`src/rtl/req_ack_mon_pkg.sv`:
```
// Shared types and helpers for the req/ack window monitor.
// Fail codes, channel state encoding and the saturating adder used by the
// aggregate counters.
package req_ack_mon_pkg;

    typedef enum logic [2:0] {
        NONE    = 3'd0,
        EARLY   = 3'd1,
        TIMEOUT = 3'd2,
        OVERLAP = 3'd3,
        STRAY   = 3'd4
    } fail_code_e;

    typedef enum logic [0:0] {
        IDLE = 1'b0,
        WAIT = 1'b1
    } ch_state_e;

    // Add two unsigned values and clamp the result to w bits of all-ones.
    // The sum is held one bit wider than the operands, so it never wraps
    // before the clamp (w is expected to be at most 63).
    function automatic logic [63:0] sat_add(input logic [63:0] a,
                                            input logic [63:0] b,
                                            input int unsigned w);
        logic [63:0] lim;
        logic [64:0] sum;
        lim = (w >= 64) ? '1 : ((64'd1 << w) - 64'd1);
        sum = {1'b0, a} + {1'b0, b};
        if (sum > {1'b0, lim}) begin
            sat_add = lim;
        end else begin
            sat_add = sum[63:0];
        end
    endfunction

endpackage

```
`src/rtl/req_ack_window_mon_ch.sv`:
```
// One monitor channel: registered rise detection, IDLE/WAIT FSM, latency
// counter and registered pass/fail/code outputs.
// Rises are registered first, so the FSM acts one edge after the input edge
// and its pass/fail registers appear one edge after that -- i.e. on the edge
// following the sampling edge that resolves the check. o_busy exposes the
// FSM state directly (1 = WAIT).
module req_ack_ch_chk
    import req_ack_mon_pkg::*;
#(
    parameter int MIN_LAT = 3,
    parameter int MAX_LAT = 3
) (
    input  logic       i_clk,
    input  logic       i_rst,
    input  logic       i_en,
    input  logic       i_req,
    input  logic       i_ack,
    output logic       o_busy,
    output logic       o_pass,
    output logic       o_fail,
    output logic [2:0] o_code
);

    localparam logic [0:0] S_IDLE = IDLE;
    localparam logic [0:0] S_WAIT = WAIT;

    logic       r_req_q;
    logic       r_ack_q;
    logic       r_req_rise;
    logic       r_ack_rise;
    logic       r_en_q;
    logic [0:0] r_state;
    logic [7:0] r_lat;
    logic       r_pass;
    logic       r_fail;
    logic [2:0] r_code;

    logic [0:0] w_state_nxt;
    logic [7:0] w_lat_nxt;
    logic [8:0] w_lat_now;
    logic       w_pass_nxt;
    logic       w_fail_nxt;
    logic [2:0] w_code_nxt;

    // Cycle index of the edge being evaluated, counted from the req edge.
    assign w_lat_now = {1'b0, r_lat} + 9'd1;

    // Register input levels and their rising edges (levels themselves are ignored).
    always_ff @(posedge i_clk or posedge i_rst) begin
        if (i_rst) begin
            r_req_q    <= 1'b0;
            r_ack_q    <= 1'b0;
            r_req_rise <= 1'b0;
            r_ack_rise <= 1'b0;
            r_en_q     <= 1'b0;
        end else begin
            r_req_q    <= i_req;
            r_ack_q    <= i_ack;
            r_req_rise <= i_req & ~r_req_q;
            r_ack_rise <= i_ack & ~r_ack_q;
            r_en_q     <= i_en;
        end
    end

    // Classify the current edge: resolution (pass/early/timeout) beats overlap.
    always_comb begin
        w_state_nxt = r_state;
        w_lat_nxt   = r_lat;
        w_pass_nxt  = 1'b0;
        w_fail_nxt  = 1'b0;
        w_code_nxt  = NONE;
        case (r_state)
            S_IDLE: begin
                if (r_ack_rise) begin
                    w_fail_nxt = 1'b1;
                    w_code_nxt = STRAY;
                end
                if (r_req_rise && r_en_q) begin
                    w_state_nxt = S_WAIT;
                    w_lat_nxt   = 8'd0;
                end
            end
            S_WAIT: begin
                w_lat_nxt = w_lat_now[7:0];
                if (r_ack_rise) begin
                    w_state_nxt = S_IDLE;
                    if (w_lat_now < 9'(MIN_LAT)) begin
                        w_fail_nxt = 1'b1;
                        w_code_nxt = EARLY;
                    end else begin
                        w_pass_nxt = 1'b1;
                    end
                end else if (w_lat_now == 9'(MAX_LAT)) begin
                    w_state_nxt = S_IDLE;
                    w_fail_nxt  = 1'b1;
                    w_code_nxt  = TIMEOUT;
                end else if (r_req_rise) begin
                    w_fail_nxt = 1'b1;
                    w_code_nxt = OVERLAP;
                end
            end
            default: begin
                w_state_nxt = S_IDLE;
            end
        endcase
    end

    // FSM state, latency counter and result registers.
    always_ff @(posedge i_clk or posedge i_rst) begin
        if (i_rst) begin
            r_state <= S_IDLE;
            r_lat   <= 8'd0;
            r_pass  <= 1'b0;
            r_fail  <= 1'b0;
            r_code  <= NONE;
        end else begin
            r_state <= w_state_nxt;
            r_lat   <= w_lat_nxt;
            r_pass  <= w_pass_nxt;
            r_fail  <= w_fail_nxt;
            r_code  <= w_code_nxt;
        end
    end

    assign o_busy = (r_state == S_WAIT);
    assign o_pass = r_pass;
    assign o_fail = r_fail;
    assign o_code = r_code;

endmodule

```
`src/rtl/req_ack_window_mon.sv`:
```
// Multi-channel req/ack window monitor top.
// Instantiates one req_ack_ch_chk per channel and keeps saturating
// aggregate pass/fail counts. Defining REQ_ACK_MON_STICKY_EN adds
// err_clr_i / err_sticky_o: a per-channel sticky fail flag (set wins over clear).
module req_ack_window_mon
    import req_ack_mon_pkg::*;
#(
    parameter int NUM_CH  = 2,
    parameter int MIN_LAT = 3,
    parameter int MAX_LAT = 3,
    parameter int CNT_W   = 16
) (
    input  logic                  clk,
    input  logic                  rst,
    input  logic                  en_i,
    input  logic [NUM_CH-1:0]     req_i,
    input  logic [NUM_CH-1:0]     ack_i,
`ifdef REQ_ACK_MON_STICKY_EN
    input  logic                  err_clr_i,
    output logic [NUM_CH-1:0]     err_sticky_o,
`endif
    output logic [NUM_CH-1:0]     busy_o,
    output logic [NUM_CH-1:0]     pass_o,
    output logic [NUM_CH-1:0]     fail_o,
    output logic [3*NUM_CH-1:0]   fail_code_o,
    output logic [CNT_W-1:0]      pass_cnt_o,
    output logic [CNT_W-1:0]      fail_cnt_o
);

    localparam int POP_W = $clog2(NUM_CH + 1);

    logic [POP_W-1:0] w_pass_pop;
    logic [POP_W-1:0] w_fail_pop;
    logic [CNT_W-1:0] r_pass_cnt;
    logic [CNT_W-1:0] r_fail_cnt;

    for (genvar g = 0; g < NUM_CH; g++) begin : g_ch
        req_ack_ch_chk #(
            .MIN_LAT (MIN_LAT),
            .MAX_LAT (MAX_LAT)
        ) u_ch (
            .i_clk  (clk),
            .i_rst  (rst),
            .i_en   (en_i),
            .i_req  (req_i[g]),
            .i_ack  (ack_i[g]),
            .o_busy (busy_o[g]),
            .o_pass (pass_o[g]),
            .o_fail (fail_o[g]),
            .o_code (fail_code_o[3*g +: 3])
        );
    end

    // Count this cycle's pass and fail pulses across channels.
    always_comb begin
        w_pass_pop = '0;
        w_fail_pop = '0;
        for (int i = 0; i < NUM_CH; i++) begin
            w_pass_pop = w_pass_pop + POP_W'(pass_o[i]);
            w_fail_pop = w_fail_pop + POP_W'(fail_o[i]);
        end
    end

    // Aggregate counters clamp at all-ones instead of wrapping.
    always_ff @(posedge clk or posedge rst) begin
        if (rst) begin
            r_pass_cnt <= '0;
            r_fail_cnt <= '0;
        end else begin
            r_pass_cnt <= CNT_W'(sat_add(64'(r_pass_cnt), 64'(w_pass_pop), CNT_W));
            r_fail_cnt <= CNT_W'(sat_add(64'(r_fail_cnt), 64'(w_fail_pop), CNT_W));
        end
    end

    assign pass_cnt_o = r_pass_cnt;
    assign fail_cnt_o = r_fail_cnt;

`ifdef REQ_ACK_MON_STICKY_EN
    logic [NUM_CH-1:0] r_sticky;

    // Sticky error flags: a fail pulse sets, err_clr_i clears, set wins.
    always_ff @(posedge clk or posedge rst) begin
        if (rst) begin
            r_sticky <= '0;
        end else begin
            r_sticky <= (r_sticky & ~{NUM_CH{err_clr_i}}) | fail_o;
        end
    end

    assign err_sticky_o = r_sticky;
`endif

endmodule

```
`config.mk`:
```
export PLATFORM = sky130hd
export DESIGN_NAME = req_ack_window_mon
export DESIGN_NICKNAME = d
export VERILOG_FILES = /design/src/rtl/req_ack_mon_pkg.sv /design/src/rtl/req_ack_window_mon_ch.sv /design/src/rtl/req_ack_window_mon.sv
export SDC_FILE = /design/constraint.sdc
export NUM_CORES = 1
export LEC_CHECK = 0
export CAP_MARGIN = 0
export CORE_MARGIN = 2
export CORE_UTILIZATION = 50
export CTS_BUF_LIST = sky130_fd_sc_hd__clkbuf_16
export DETAILED_ROUTE_END_ITERATION = 8
export HOLD_SLACK_MARGIN = 0.08
export PLACE_DENSITY = 0.75
export SETUP_SLACK_MARGIN = 0.4
export SYNTH_ARGS = -nofsm -noshare
export SYNTH_HDL_FRONTEND = slang
export SYNTH_SLANG_ARGS = --single-unit
```
`constraint.sdc`:
```
create_clock -name clk -period 3.4 [get_ports clk]
set_input_delay 0.68 -clock clk [delete_from_list [all_inputs] [get_ports clk]]
set_output_delay 0.68 -clock clk [all_outputs]
set_load 0.005 [all_outputs]
```
# After elaboration in Yosys (flattened, before gate mapping)
# Index checks and enable logic that the tools add are counted.
op_classes:
  n_lt_le_gt_ge: 4
  n_reduce_logical: 2
  n_mux: 44
  add_sub_neg: 6
  bitwise_logic: 10
  eq_ne: 4
op_table:
  columns: ["operator", "n"]
  rows:
  - ["16-bit by 2-bit adder with 17-bit output", 2]
  - ["17-bit by 16-bit > comparator with 1-bit output (second input constant)", 2]
  - ["16-bit two-way mux", 2]
  - ["8-bit one-hot mux with 2 select lines", 2]
  - ["1-bit two-way mux", 24]
  - ["8-bit by 1-bit adder with 9-bit output (second input constant)", 2]
  - ["9-bit by 2-bit equality test with 1-bit output (second input constant)", 2]
  - ["9-bit by 2-bit less-than comparator with 1-bit output (second input constant)", 2]
  - ["3-bit two-way mux", 6]
  - ["8-bit two-way mux", 2]
  - ["3-bit one-hot mux with 2 select lines", 2]
  - ["1-bit one-hot mux with 2 select lines", 4]
  - ["1-bit NOT", 6]
  - ["1-bit by 1-bit adder with 2-bit output", 2]
  - ["1-bit AND", 4]
  - ["2-bit two-way mux", 2]
  - ["2-bit by 1-bit inequality test with 1-bit output (second input constant)", 2]
  - ["1-bit logical AND", 2]
totals:
  elab_cells: 91
  in_bits: 7
  register_bits: 69

# Logic depth before layout (Yosys ltp)
logic_depth:
  ltp_word: 5
  depth_mapped: 6

# Modules after synthesis
# A second synthesis with hierarchy kept.
unflattened:
  hier_cells: 335
  area_unflattened_um2: 3434.5
by_module_without_submodules:
  columns: ["mod", "n_inst", "cells_per_inst", "seq_area_each_um2", "area_each_um2"]
  rows:
  - ["req_ack_ch_chk", 2, 87, 475.5, 903.4]
  - ["req_ack_window_mon", 1, 161, 800.8, 1627.8]

# Worst setup path before layout
# OpenSTA, ideal clock, no wires.
synth_path:
  kind: "reg2reg"
  startpoint: "register g_ch[1].u_ch.r_lat[0]"
  endpoint: "register g_ch[1].u_ch.r_pass"
  t_required_ps: 3282
  setup_time_ps: 118
  synth_period_minus_slack_ps: 1754
  t_arrival_ps: 1636
  stages_incl_launch_ff: 7
  slack_ps: 1646
  path_cell_list: "dfrtp_1 ha_1 a21boi_1 a21oi_1 o32ai_1 o2111ai_1 nor2b_1"
synth_between:
  elab_chain_cells: 5
synth_rtl:
  columns: ["item", "line", "rtl"]
  rows:
  - ["start, declared", "req_ack_window_mon_ch.sv:33", "logic [7:0] r_lat;"]
  - ["start signal, assigned", "req_ack_window_mon_ch.sv:118", "r_lat <= w_lat_nxt;"]
  - ["8-bit by 1-bit adder with 9-bit output", "req_ack_window_mon_ch.sv:46", "assign w_lat_now = {1'b0, r_lat} + 9'd1;"]
  - ["9-bit by 2-bit less-than comparator with 1-bit output", "req_ack_window_mon_ch.sv:87", "if (w_lat_now < 9'(MIN_LAT)) begin"]
  - ["1-bit two-way mux", "req_ack_window_mon_ch.sv:87", null]
  - ["1-bit two-way mux", "req_ack_window_mon_ch.sv:85", "if (r_ack_rise) begin"]
  - ["1-bit two-way mux", "req_ack_window_mon_ch.sv:72", "case (r_state)"]
  - ["via g_ch[1].u_ch.w_pass_nxt", "req_ack_window_mon_ch.sv:41", "logic w_pass_nxt;"]
  - ["end signal, assigned", "req_ack_window_mon_ch.sv:119", "r_pass <= w_pass_nxt;"]
  - ["end, declared", "req_ack_window_mon_ch.sv:34", "logic r_pass;"]
# The timed path passes the listed nets, and every way through them passes these cells.
# A chain may end at the register's enable or synchronous reset.

# Worst setup path after layout
layout_path:
  startpoint: "register g_ch[1].u_ch.r_state"
  endpoint: "output port busy_o[1]"
layout_rtl:
  columns: ["item", "line", "rtl"]
  rows:
  - ["start, declared", "req_ack_window_mon_ch.sv:32", "logic [0:0] r_state;"]
  - ["start signal, assigned", "req_ack_window_mon_ch.sv:117", "r_state <= w_state_nxt;"]
  - ["end, declared", "req_ack_window_mon.sv:22", "output logic [NUM_CH-1:0] busy_o,"]
# No word-level cell between the ends.

==> summary.md <==
| Metric | Value |
|---|---|
| Setup Skew | around 0.009 ns |
| DRC viols | 6 |
| Vias/cell | between 5 and 6 |
| Hold buffers post-CTS | 0 |
| Crit start category | flip-flop |
| CTS tree | built |
| Met2 wire length | 3.099 mm |
| Worst-Margin Slew | between 0.7 and 0.8 ns |
| Setup total negative slack | 0 ns |
| Post-synth EDFFs | 0 |
| Share of cells above drive strength 1 | 8.052% |
| Slowest CP cell | dfrtp_1 |
| CTS clk-pin slew, worst paths | around 0.06 ns |
| GRT Overall Usage | between 10% and 20% |
| Crit path kind | reg2out |
| Antenna violations before repair | 0 |
| Asr flop ratio synth | 100.0% |
| Fillers | about 520 |
| Fin crit period | 2.246 ns |
| Sequential area share after synthesis | 51.55% |
| I/O Buffers | 50 |
| Mapped Area | 0.003349 mm^2 |
| Remaining Overflow, GRT | 0 |
| First-pass GRT wire length | approximately 11 mm |
| HP Class | reg2reg |
| Die width | 85.85 um |
| Number of global-route vias before repair | ~2.4k |
| Status | complete, but fails checks |
| Slew Limit Headroom | approximately half |
| Hpwl dp | roughly 4.5 mm |
| CTS sink cnt | 69 |
| Peak VDD IR | ~380 uV |
| Largest net degree at the start of global routing | 39 |
| Net Count, Synth | 348 |
| Antenna-violating nets left | 0 |
| Most frequent cells in the layout | dfrtp_1 (69), nand2_1 (53), clkdlybuf4s50_1 (50), o21ai_0 (23), nand3_1 (18) |
| CTS buffer count | 9 |
| Core area | 0.006422 mm^2 |
| Synth Instances | 331 |
| Final net count | 397 |
| Leading cell type in the layout, fill and taps excluded | dfrtp_1 |
| Syn Area/Cell | between 10 and 15 um^2 |
| Clk_lat worst skew | between 0.3 and 0.4 ns |
| CP Capture Type | output pin |
| Area Overhead vs Synth | 25.48% |
| Failing checks | design-rule violations |
| DRT Pass-1 Iters | 9 |
| Met3 WL | 285 um |
| Max-slew violation count | 0 |
| Setup Fix Bufs, Post-CTS | 0 |
| Fin crit share | 66.07% |
| WL per Instance | 14.06 um |
| Cell chain of the critical path | clkdlybuf4s50_1 |
| FMAX | roughly 450 MHz |
| Initial Utilization | 52.15% |
| Root Buffer | clkbuf_16 |
| Ys Warns | 0 |
| FP Rows | 29 |
| Finish-stage setup viols | 0 |
| Crit-path max FO | 17 |
| Post_cts resized | 0 |
| Max layer used | met4 |
| Leakage | 1.876 nW |
| Die area | ~0.0074 mm^2 |
| Pwr Density | 741.6 mW/mm^2 |
| Routability cong. | approximately 0.86 |
| Synth area leaders | dfrtp_1 (52%), nand2_1 (5.9%), o21ai_0 (3.4%), xor2_1 (3.1%), ha_1 (3.0%) |
| Max Root-Sink Buffers | 2 |
| Antenna Cells | 0 |
| Yosys top cell area share | roughly 52% |
| Yosys reg bits | 69 |
| Family with the most delay on the worst path | flip-flops |
| IO Count | slightly above 50 |
| CP bufs+invs | 1 |
| Final hold vios | 0 |
| Top cell type by total area after synthesis | dfrtp_1 |
| Met1 wire length | approximately 3.0 mm |
| Library cells used by synthesis | 49 |
| WP data required | 2.72 ns |
| Max-cap violations | 0 |
| Max incr delay on CP | 0.64 ns |
| RSZ-0062 raised after global routing | false |
| Synth Flop Type | dfrtp_1 |
| CTS H-tree depth | 3 |
| Crit path DAT | 1.57 ns |
| 1st-iter DRT viols | about 120 |
| DRT Wirelength | around 6.5 mm |
| Vias | 2600 |
| Final core occ | 65.44% |
| Die Height | 85.85 um |
## stage by stage
| stage | std cells | hold slack [ns] | setup slack [ns] | cell area (um^2) | power [mW] |
|---|---|---|---|---|---|
| floorplan | 331 | 0.3777 | 0.9801 | 3349 | 1.768 |
| global placement | 446 | 0.3822 | 1.494 | 3879 | 2.094 |
| detailed placement | 446 | 0.3950 | 1.404 | 3879 | 2.124 |
| CTS | 462 | 0.4027 | 1.146 | 4203 | 3.145 |
| global route | 462 | 0.4095 | 1.058 | 4203 | 3.325 |
| finish | 462 | 0.3961 | 1.154 | 4203 | 3.117 |
## worst paths after layout
path,startpoint,to,slack (ns),depth (start not counted)
max,g_ch[1].u_ch.o_busy$_DFF_PP0_,busy_o[1],1.15,1
min,g_ch[1].u_ch.r_ack_q$_DFF_PP0_,g_ch[1].u_ch.r_ack_rise$_DFF_PP0_,0.40,1
max reg2reg,g_ch[1].u_ch.r_lat[0]$_DFFE_PP0P_,g_ch[1].u_ch.o_pass$_DFF_PP0_,1.41,6
min reg2reg,g_ch[1].u_ch.r_ack_q$_DFF_PP0_,g_ch[1].u_ch.r_ack_rise$_DFF_PP0_,0.40,1
max in group asynchronous,rst,pass_cnt_o[14]$_DFF_PP0_,1.96,3
min in group asynchronous,rst,fail_cnt_o[12]$_DFF_PP0_,0.79,2
## state kept, by name, indices dropped and copies added, names as in the netlist, 6 cells and up
signal	cells
pass_cnt_o	16
fail_cnt_o	16
g_ch.u_ch.o_code	6
g_ch.u_ch.r_lat	16
## layout make-up
type	count	area [um^2]	share of cell area, %
sequential	69	1727	41.08
multi-input combinational	238	1494	35.55
timing repair buffer	51	520.5	12.38
clock buffer	9	225.2	5.359
clock inverter	7	98.84	2.352
tap	77	96.34	2.292
inverter	11	41.29	0.9824
## kinds of logic (layout without fill, tap and decap cells)
group | Yosys count | count (layout) | share of synthesized area, %
flip-flops | 69 | 69 | 51.55
XOR/XNOR | 21 | 21 | 5.491
adder cells (fa/ha/maj) | 10 | 10 | 4.184
buffers and inverters | 24 | 78 | 3.847
multiplexers | 5 | 5 | 1.718
AND/OR/NAND/NOR | 142 | 142 | 21.67
AO/OA/AOI/OAI | 60 | 60 | 11.54
## synthesized netlist by cell type, types with 3 or more instances
cell type,number
a21o_1,4
a21oi_1,7
a31oi_1,4
and2_1,3
and3_1,7
buf_4,6
clkbuf_1,4
dfrtp_1,69
ha_1,8
inv_1,11
nand2_1,53
nand2b_1,6
nand3_1,18
nand4_1,10
nor2_1,17
nor2b_1,8
nor3_1,4
nor3_2,3
o21a_1,3
o21ai_0,23
o2bb2ai_1,4
or3_1,3
xnor2_1,9
xor2_1,12
## report_power, final
| part | switching [mW] | leakage, nW | internal [mW] | total, mW |
|---|---|---|---|---|
| Combinational | 0.400 | 0.815 | 0.468 | 0.869 |
| Sequential | 0.247 | 0.906 | 0.993 | 1.24 |
| Clock | 0.363 | 0.156 | 0.645 | 1.01 |
| Total | 1.01 | 1.88 | 2.11 | 3.12 |
## layer usage
layer,up-vias,GRT usage [%]
met4,0,7.937
met3,13,3.369
met5,-,0
li1,1251,-
met2,72,30.11
met1,1264,26.77
Power figures use the tool's default switching activity.
==> RTL change: new RTL, same flow settings <==
Change the parameter `NUM_CH` from 2 to 8.
--- a/src/rtl/req_ack_window_mon.sv
+++ b/src/rtl/req_ack_window_mon.sv
@@ -5,7 +5,7 @@
 module req_ack_window_mon
     import req_ack_mon_pkg::*;
 #(
-    parameter int NUM_CH  = 2,
+    parameter int NUM_CH  = 8,
     parameter int MIN_LAT = 3,
     parameter int MAX_LAT = 3,
     parameter int CNT_W   = 16
Ports: changed (6 resized); port bits go from 51 to 99. The function was not compared with the original's and may differ.
==> RTL change against the unedited design <==
Sequential cell count is 108 higher; hold slack worse by 0.0056 ns; global-route usage increased by 0.98 points; routed wire length grew to 2.8 times the old value; the run ends with setup timing left; power increased to 2.8 times the old value; cell area grew to 2.5 times the old value; worst setup slack got worse by 1.5 ns; sequential share of layout area grew 0.94 points; synthesized area grew to 2.6 times the old value; critical endpoint is now pass_cnt_o[9]; clock skew shrank 0.0017 ns.
==> RTL change: results (changes against the unedited design) <==
[layout]
nFillCells = 1426  ; +170%
seq-cell-share = 0.420  ; +0.00944
drive_gt1_frac = 0.105  ; +0.0250
final-nonclk-buf-share = 0.108  ; -0.0159

[pwr]
p_seq_mw = 3.24  ; +160%
switching_share = 0.365  ; +0.0405

[sta]
maxSlewHeadroom = 0.510  ; +0.00323
setup_viol = 32  ; +32
fin_worst_skew_ns = 0.00735  ; -0.00169 ns
layout_setup_ws_ns = -0.335  ; -1.49 ns

[critical_path]
crit_fanout = 5  ; -12
cp_data_arrival_time_ns = 4.10  ; +2.53 ns
regToRegStartpoint = g_ch[2].u_ch.o_pass
crit_path_end = pass_cnt_o[9]
cpPeakStageDelay_ns = 0.56  ; -0.08 ns

[route]
drt_iter0_drc = 419  ; +240%
met1_length_microns = 8340  ; +180%
wl_met2_microns = 8510  ; +170%
met3_length_microns = 690  ; +140%

[status]
violations = setup timing
status = finished with violations

[global_routing]
grt_first_pass_wirelength_microns = 29700  ; +160%

[logic_synthesis]
synth-compound-area-share = 0.149  ; +0.0334
synthTopCellsByCount = dfrtp_1 (177), o21ai_0 (107), nand2_1 (106)

[clock_network]
cts.sinks = 177  ; +160%
clk_latency_ns = 0.43  ; +0.10 ns

[place]
dp_hpwl_microns = 12300  ; +170%

==> RTL change: cell types whose count changed after synthesis, sizes merged, moves of 10 or more <==
cell / change
a31oi: +12
a21oi: +29
o21ai: +81
o22ai: +10
nor2b: +19
clkbuf: +20
nand3: +18
dfrtp: +108
nor2: +46
ha: +20
nand2: +53
inv: +44
buf: +16
==> RTL change: per-stage QoR <==
| step | cells | instance area (sq um) | setup slack [ns] | utilization | setup TNS [ns] |
|---|---|---|---|---|---|
| after floorplan | 889 | 8690 | -0.267 | - | -3.54 |
| after global placement | 1175 | 9770 | -0.416 | 0.573 | -7.15 |
| after detailed placement | 1175 | 9770 | -0.503 | 0.573 | -9.00 |
| after CTS | 1210 | 10500 | -0.315 | 0.613 | -5.91 |
| after global routing | 1211 | 10500 | -0.447 | 0.618 | -11.37 |
| final | 1211 | 10500 | -0.335 | 0.618 | -6.83 |
